--- src/rtl/input_conditioner_pkg.sv ---
// Shared definitions for the input conditioner: default parameter values,
// the repeat-timer phase type and the width helpers used by every file.
package input_conditioner_pkg;

  localparam int DEF_N_CH            = 4;
  localparam int DEF_SYNC_STAGES     = 2;
  localparam int DEF_DEBOUNCE_CYCLES = 4;
  localparam int DEF_REPEAT_DELAY    = 500;
  localparam int DEF_REPEAT_PERIOD   = 100;

  // Auto-repeat timer phase: waiting for the first repeat, then periodic.
  typedef enum logic {
    RPT_DELAY  = 1'b0,
    RPT_PERIOD = 1'b1
  } rpt_phase_e;

  // $clog2 clamped to at least one bit so a counter never collapses to zero width.
  function automatic int clog2_min1(input int value);
    int w;
    w = $clog2(value);
    return (w < 1) ? 1 : w;
  endfunction

  function automatic int max_int(input int a, input int b);
    return (a > b) ? a : b;
  endfunction

endpackage

--- src/rtl/input_cond_channel.sv ---
// One conditioned input channel: synchroniser chain, debounce counter,
// registered level with one-cycle rise/fall pulses, and (when the macro
// INPUT_COND_REPEAT_EN is defined) an auto-repeat timer for held inputs.
// With the macro undefined rpt_o is tied low and no timer exists.
module input_cond_channel
  import input_conditioner_pkg::*;
#(
  parameter int SYNC_STAGES     = DEF_SYNC_STAGES,
  parameter int DEBOUNCE_CYCLES = DEF_DEBOUNCE_CYCLES,
  parameter int REPEAT_DELAY    = DEF_REPEAT_DELAY,
  parameter int REPEAT_PERIOD   = DEF_REPEAT_PERIOD
) (
  input  logic clk,
  input  logic reset,
  input  logic in_i,
  output logic level_o,
  output logic rise_o,
  output logic fall_o,
  output logic rpt_o
);

  // Reject configurations the counters cannot represent.
  if (SYNC_STAGES < 2) begin : g_bad_sync
    $error("input_cond_channel: SYNC_STAGES must be >= 2");
  end
  if (DEBOUNCE_CYCLES < 1) begin : g_bad_debounce
    $error("input_cond_channel: DEBOUNCE_CYCLES must be >= 1");
  end
  if ((REPEAT_DELAY < 1) || (REPEAT_PERIOD < 1)) begin : g_bad_repeat
    $error("input_cond_channel: REPEAT_DELAY and REPEAT_PERIOD must be >= 1");
  end

  localparam int                CNT_W    = clog2_min1(DEBOUNCE_CYCLES);
  localparam logic [CNT_W-1:0]  CNT_LAST = CNT_W'(DEBOUNCE_CYCLES - 1);

  logic [SYNC_STAGES-1:0] sync_q;
  logic                   synced;

  logic [CNT_W-1:0] cnt_q, cnt_d;
  logic             level_q, level_d;
  logic             rise_q, rise_d;
  logic             fall_q, fall_d;

  // Shift the raw input through the synchroniser chain.
  always_ff @(posedge clk or negedge reset) begin
    if (!reset) begin
      sync_q <= '0;
    end else begin
      sync_q <= {sync_q[SYNC_STAGES-2:0], in_i};
    end
  end

  assign synced = sync_q[SYNC_STAGES-1];

  // Debounce decision: count consecutive disagreeing samples, commit on the last one.
  always_comb begin
    cnt_d   = '0;
    level_d = level_q;
    rise_d  = 1'b0;
    fall_d  = 1'b0;
    if (synced != level_q) begin
      if (cnt_q == CNT_LAST) begin
        level_d = synced;
        rise_d  = synced;
        fall_d  = ~synced;
      end else begin
        cnt_d = cnt_q + 1'b1;
      end
    end
  end

  // Debounce state and pulse registers.
  always_ff @(posedge clk or negedge reset) begin
    if (!reset) begin
      cnt_q   <= '0;
      level_q <= 1'b0;
      rise_q  <= 1'b0;
      fall_q  <= 1'b0;
    end else begin
      cnt_q   <= cnt_d;
      level_q <= level_d;
      rise_q  <= rise_d;
      fall_q  <= fall_d;
    end
  end

  assign level_o = level_q;
  assign rise_o  = rise_q;
  assign fall_o  = fall_q;

`ifdef INPUT_COND_REPEAT_EN
  localparam int               RPT_W    = clog2_min1(max_int(REPEAT_DELAY, REPEAT_PERIOD) + 1);
  localparam logic [RPT_W-1:0] DLY_LAST = RPT_W'(REPEAT_DELAY - 1);
  localparam logic [RPT_W-1:0] PER_LAST = RPT_W'(REPEAT_PERIOD - 1);

  logic [RPT_W-1:0] tmr_q, tmr_d;
  rpt_phase_e       phase_q, phase_d;
  logic             rpt_q, rpt_d;

  // Repeat timer: restart on rise, fire after the delay and then every period,
  // and stop as soon as the level drops (the falling commit included).
  always_comb begin
    tmr_d   = '0;
    phase_d = RPT_DELAY;
    rpt_d   = 1'b0;
    if (rise_d) begin
      tmr_d   = '0;
      phase_d = RPT_DELAY;
    end else if (level_q && !fall_d) begin
      phase_d = phase_q;
      if ((phase_q == RPT_DELAY) && (tmr_q == DLY_LAST)) begin
        phase_d = RPT_PERIOD;
        rpt_d   = 1'b1;
      end else if ((phase_q == RPT_PERIOD) && (tmr_q == PER_LAST)) begin
        rpt_d   = 1'b1;
      end else begin
        tmr_d = tmr_q + 1'b1;
      end
    end
  end

  // Repeat timer state.
  always_ff @(posedge clk or negedge reset) begin
    if (!reset) begin
      tmr_q   <= '0;
      phase_q <= RPT_DELAY;
      rpt_q   <= 1'b0;
    end else begin
      tmr_q   <= tmr_d;
      phase_q <= phase_d;
      rpt_q   <= rpt_d;
    end
  end

  assign rpt_o = rpt_q;
`else
  assign rpt_o = 1'b0;
`endif

endmodule

--- src/rtl/input_conditioner.sv ---
// Multi-channel input conditioner: N_CH independent synchronise/debounce
// channels producing clean levels, rise/fall pulses and an any_rise summary.
// Auto-repeat pulses on rpt exist only when INPUT_COND_REPEAT_EN is defined;
// otherwise rpt is constant zero.
module input_conditioner
  import input_conditioner_pkg::*;
#(
  parameter int N_CH            = DEF_N_CH,
  parameter int SYNC_STAGES     = DEF_SYNC_STAGES,
  parameter int DEBOUNCE_CYCLES = DEF_DEBOUNCE_CYCLES,
  parameter int REPEAT_DELAY    = DEF_REPEAT_DELAY,
  parameter int REPEAT_PERIOD   = DEF_REPEAT_PERIOD
) (
  input  logic            clk,
  input  logic            reset,
  input  logic [N_CH-1:0] in,
  output logic [N_CH-1:0] level,
  output logic [N_CH-1:0] rise,
  output logic [N_CH-1:0] fall,
  output logic [N_CH-1:0] rpt,
  output logic            any_rise
);

  for (genvar i = 0; i < N_CH; i++) begin : g_ch
    input_cond_channel #(
      .SYNC_STAGES    (SYNC_STAGES),
      .DEBOUNCE_CYCLES(DEBOUNCE_CYCLES),
      .REPEAT_DELAY   (REPEAT_DELAY),
      .REPEAT_PERIOD  (REPEAT_PERIOD)
    ) u_ch (
      .clk    (clk),
      .reset  (reset),
      .in_i   (in[i]),
      .level_o(level[i]),
      .rise_o (rise[i]),
      .fall_o (fall[i]),
      .rpt_o  (rpt[i])
    );
  end

  // Registered rise bits reduced combinationally, so any_rise is aligned with rise.
  assign any_rise = |rise;

endmodule

--- config.mk ---
export PLATFORM = sky130hd
export DESIGN_NAME = input_conditioner
export DESIGN_NICKNAME = d
export VERILOG_FILES = /design/src/rtl/input_conditioner_pkg.sv /design/src/rtl/input_cond_channel.sv /design/src/rtl/input_conditioner.sv
export SDC_FILE = /design/constraint.sdc
export NUM_CORES = 1
export LEC_CHECK = 0
export ABC_AREA = 0
export BUFFER_PORTS_ARGS = -buffer_cell sky130_fd_sc_hd__clkbuf_2
export CORE_MARGIN = 2
export CORE_UTILIZATION = 35
export CTS_CLUSTER_DIAMETER = 40
export CTS_CLUSTER_SIZE = 12
export DETAILED_ROUTE_END_ITERATION = 6
export GPL_ROUTABILITY_DRIVEN = 0
export PLACE_DENSITY_LB_ADDON = 0.12
export SETUP_SLACK_MARGIN = 0.5
export SYNTH_ARGS = -nofsm -noshare
export SYNTH_HDL_FRONTEND = slang
export SYNTH_SLANG_ARGS = --single-unit
export TNS_END_PERCENT = 5
--- constraint.sdc ---
create_clock -name clk -period 1.7 [get_ports clk]
set_input_delay 0.17 -clock clk [delete_from_list [all_inputs] [get_ports clk]]
set_output_delay 0.17 -clock clk [all_outputs]
set_load 0.02 [all_outputs]
==> summary.md <==
| Metric | Value |
|---|---|
| Status | finished clean |
| Die W | 59.3 microns |
| CTS Sinks | 28 |
| First-pass iteration count of the detailed router | 2 |
| Synth Register Bits | 28 |
| Core region area | 0.00298 sq mm |
| FMAX | 638 MHz |
| Die ar. | 0.00351 sq mm |
| Final Cycle Share | 92.2% |
| Fin crit period | 1570 ps |
| Clock root cell | clkbuf_4 |
| Met2 Track Usage GR | 12.6% |
| Slew Limit Headroom | 55.8% |
| WS Path Type | flip-flop to output port |
| # diodes | 0 |
| CP Launch Type | flip-flop |
| Max-cap violation count | 0 |
| R2R depth | 2 |
| RSZ-0062 raised after global routing | true |
| Routed Antenna Nets | 0 |
| Setup violators final | 0 |
| TNS Setup | 0 ps |
| Tightest Pin Transition | 663 ps |
| Die Span Y | 59.3 microns |
| Primary FF master, synth | dfrtp_1 |
| Hold slack | 364 ps |
| R2R Path Start | g_ch[1].u_ch.cnt_q[0] |
| Sequential fraction of the synthesis area | 65.5% |
| GR Util All Layers | 9.23% |
| Critical R2R Capture | g_ch[1].u_ch.level_o |
| Top post-synthesis cells by area | dfrtp_1 65%, buf_4 11%, ha_1 4.7% |
| Post-DR vias/cell | 4.25 |
| Port bufs | 18 |
| CTS Buf Count | 3 |
| HPWL Detailed | 926 microns |
| CP startpoint | g_ch[3].u_ch.rise_o |
| # rows | 20 |
| Flop2flop setup slack | 660 ps |
| Asr flop ratio synth | 100% |
| Vias in the first global route | 529 |
| Initial DRC count | 12 |
| WP data arrival | 1400 ps |
| Grt ovf | 0 |
| FILL cells | 299 |
| Mapped Cells | 78 |
| Starting Density | 35.9% |
| Crit path max fanout | 2 |
| DRT Wirelength | 1320 microns |
| CP required | 1530 ps |
| Max VDD drop | 0.000420 V |
| Area Growth Syn to Fin | 11.1% |
| DR vias | 531 |
| Average size of a mapped cell | 13.7 sq um |
| First-pass GRT wire length | 2280 microns |
| GR Layer Usage met3 | 2.62% |
| # DRC | 0 |
| Ys Warns | 0 |
| Endpoint class of the critical path | output port |
| CTS Buffer Depth | 2 |
| Worst setup path end | any_rise |
| Final Util | 39.9% |
| I/O pin count | 23 |
| CTS H-tree lvls | 1 |
| Synth top area share | 65.5% |
| Total Nets Final | 103 |
| Count leader, synth | dfrtp_1 |
| Most Used Layer, Global Route | met2 |
| Fin. Hold Viols | 0 |
| Fin. max-slew vios | 0 |
| Synth unique cells | 17 |
| Wire per inst | 10.5 microns |
| Power Total | 0.00166 W |
| Clock Skews | 2.33 ps |
| Largest net degree at the start of global routing | 29 |
| Initial antenna violation count | 0 |
| Leading area contributor after synthesis | dfrtp_1 |
| Power density over cell area | 1390 mW/mm^2 |
| Clock transition at the registers of the reported paths | 130 ps |
| Cell Area, Synth | 0.00107 sq mm |
| Post-synth EDFFs | 0 |
| LEAKAGE | 0.618 nW |
| TritonCTS clock tree | built |
| Share of cells above drive strength 1 | 27.2% |
| Hold crit path type | flip-flop to flip-flop |
| Clock latency on the worst-skew pair | 320 ps |
| Synth cell count leaders | 28 x dfrtp_1, 16 x buf_4, 4 x and3b_1, 4 x ha_1 |
| Met1 Track Usage GR | 11.9% |
==> sequential cells by signal, indices dropped and copies added, names as in the netlist <==
name,count
g_ch.u_ch.level_o,4
g_ch.u_ch.fall_o,4
g_ch.u_ch.cnt_q,8
g_ch.u_ch.rise_o,4
g_ch.u_ch.sync_q,8
==> layer usage <==
layer,up-vias,routed length (microns),part of all wire (%)
met4,0,51,3.9
met5,-,0,0
li1,261,-,-
met1,245,652,50
met2,20,538,41
met3,5,73,5.6
==> metrics by stage <==
stage | cell area [sq um] | cells | setup slack [ps]
after detailed placement | 1090 | 116 | 498
after global placement | 1090 | 116 | 514
after global routing | 1190 | 125 | 78.3
final | 1190 | 125 | 133
after floorplan | 1080 | 81 | 548
after CTS | 1180 | 125 | 114
==> where the power goes <==
group          internal [W]  switching [W]  leakage [nW]
sequential         0.000808      0.0000984         0.357
clock              0.000131       0.000178        0.0210
combinational      0.000212       0.000228         0.240
total               0.00115       0.000505         0.618
==> worst max-delay path, cell delays in order (launching register included) <==
cell and delay (ps):
dfrtp_1 400, or4_4 530, buf_6 140
==> logic make-up after synthesis <==
family,after synthesis,share of synthesized area [%]
adders and majority gates,4,4.68
buffers and inverters,18,11.9
and+or+nand+nor,19,11.2
other,1,0.351
muxes,2,2.11
DFF,28,65.5
xor gates and xnor gates,4,3.28
AOI/OAI and AO/OA,2,0.936
==> placed cells by master, fill, tap and decap left out <==
cell type	n
xor2_1	1
buf_6	1
dfrtp_1	28
conb_1	4
and3b_1	4
nor3_1	3
clkbuf_4	3
mux2_2	2
clkbuf_8	1
o21ai_0	2
and2_1	1
xnor2_1	3
nor3b_1	3
nor2b_1	3
nor2_1	2
or4_4	1
inv_1	2
clkbuf_2	17
dlygate4sd3_1	5
nand2_1	2
ha_1	4
==> worst min-delay path by stage <==
| stage | slack (ps) | cells past startpoint | endpoint | start |
|---|---|---|---|---|
| 6_report | 360 | 0 | g_ch[0].u_ch.sync_q[1] | g_ch[0].u_ch.sync_q[0] |
| 5_1_grt | 380 | 0 | g_ch[2].u_ch.sync_q[1] | g_ch[2].u_ch.sync_q[0] |
| 4_1_cts | 370 | 0 | g_ch[0].u_ch.sync_q[1] | g_ch[0].u_ch.sync_q[0] |
| 2_1_floorplan | -130 | 0 | g_ch[0].u_ch.cnt_q[0] | reset |
| 3_3_place_gp | 240 | 1 | g_ch[3].u_ch.cnt_q[1] | reset |
| 3_5_place_dp | 240 | 1 | g_ch[3].u_ch.cnt_q[1] | reset |
==> cell type report <==
class / count / area [sq um] / share of cell area [%]
Inverter: 2 / 7.51 / 0.632
Sequential cell: 28 / 701 / 58.9
Multi-Input combinational cell: 35 / 256 / 21.6
Timing Repair Buffer: 23 / 146 / 12.3
Tap cell: 33 / 41.3 / 3.47
Clock buffer: 4 / 36.3 / 3.05
==> repair_timing <==
item	CTS	global route
buffers inserted	0	0
pin swaps	0	1
hold buffers	5	0
endpoints found under the hold margin	32	0
resized for setup	0	4
endpoints found under the setup margin	1	1
Note: power is estimated with default switching activity, not from simulation.
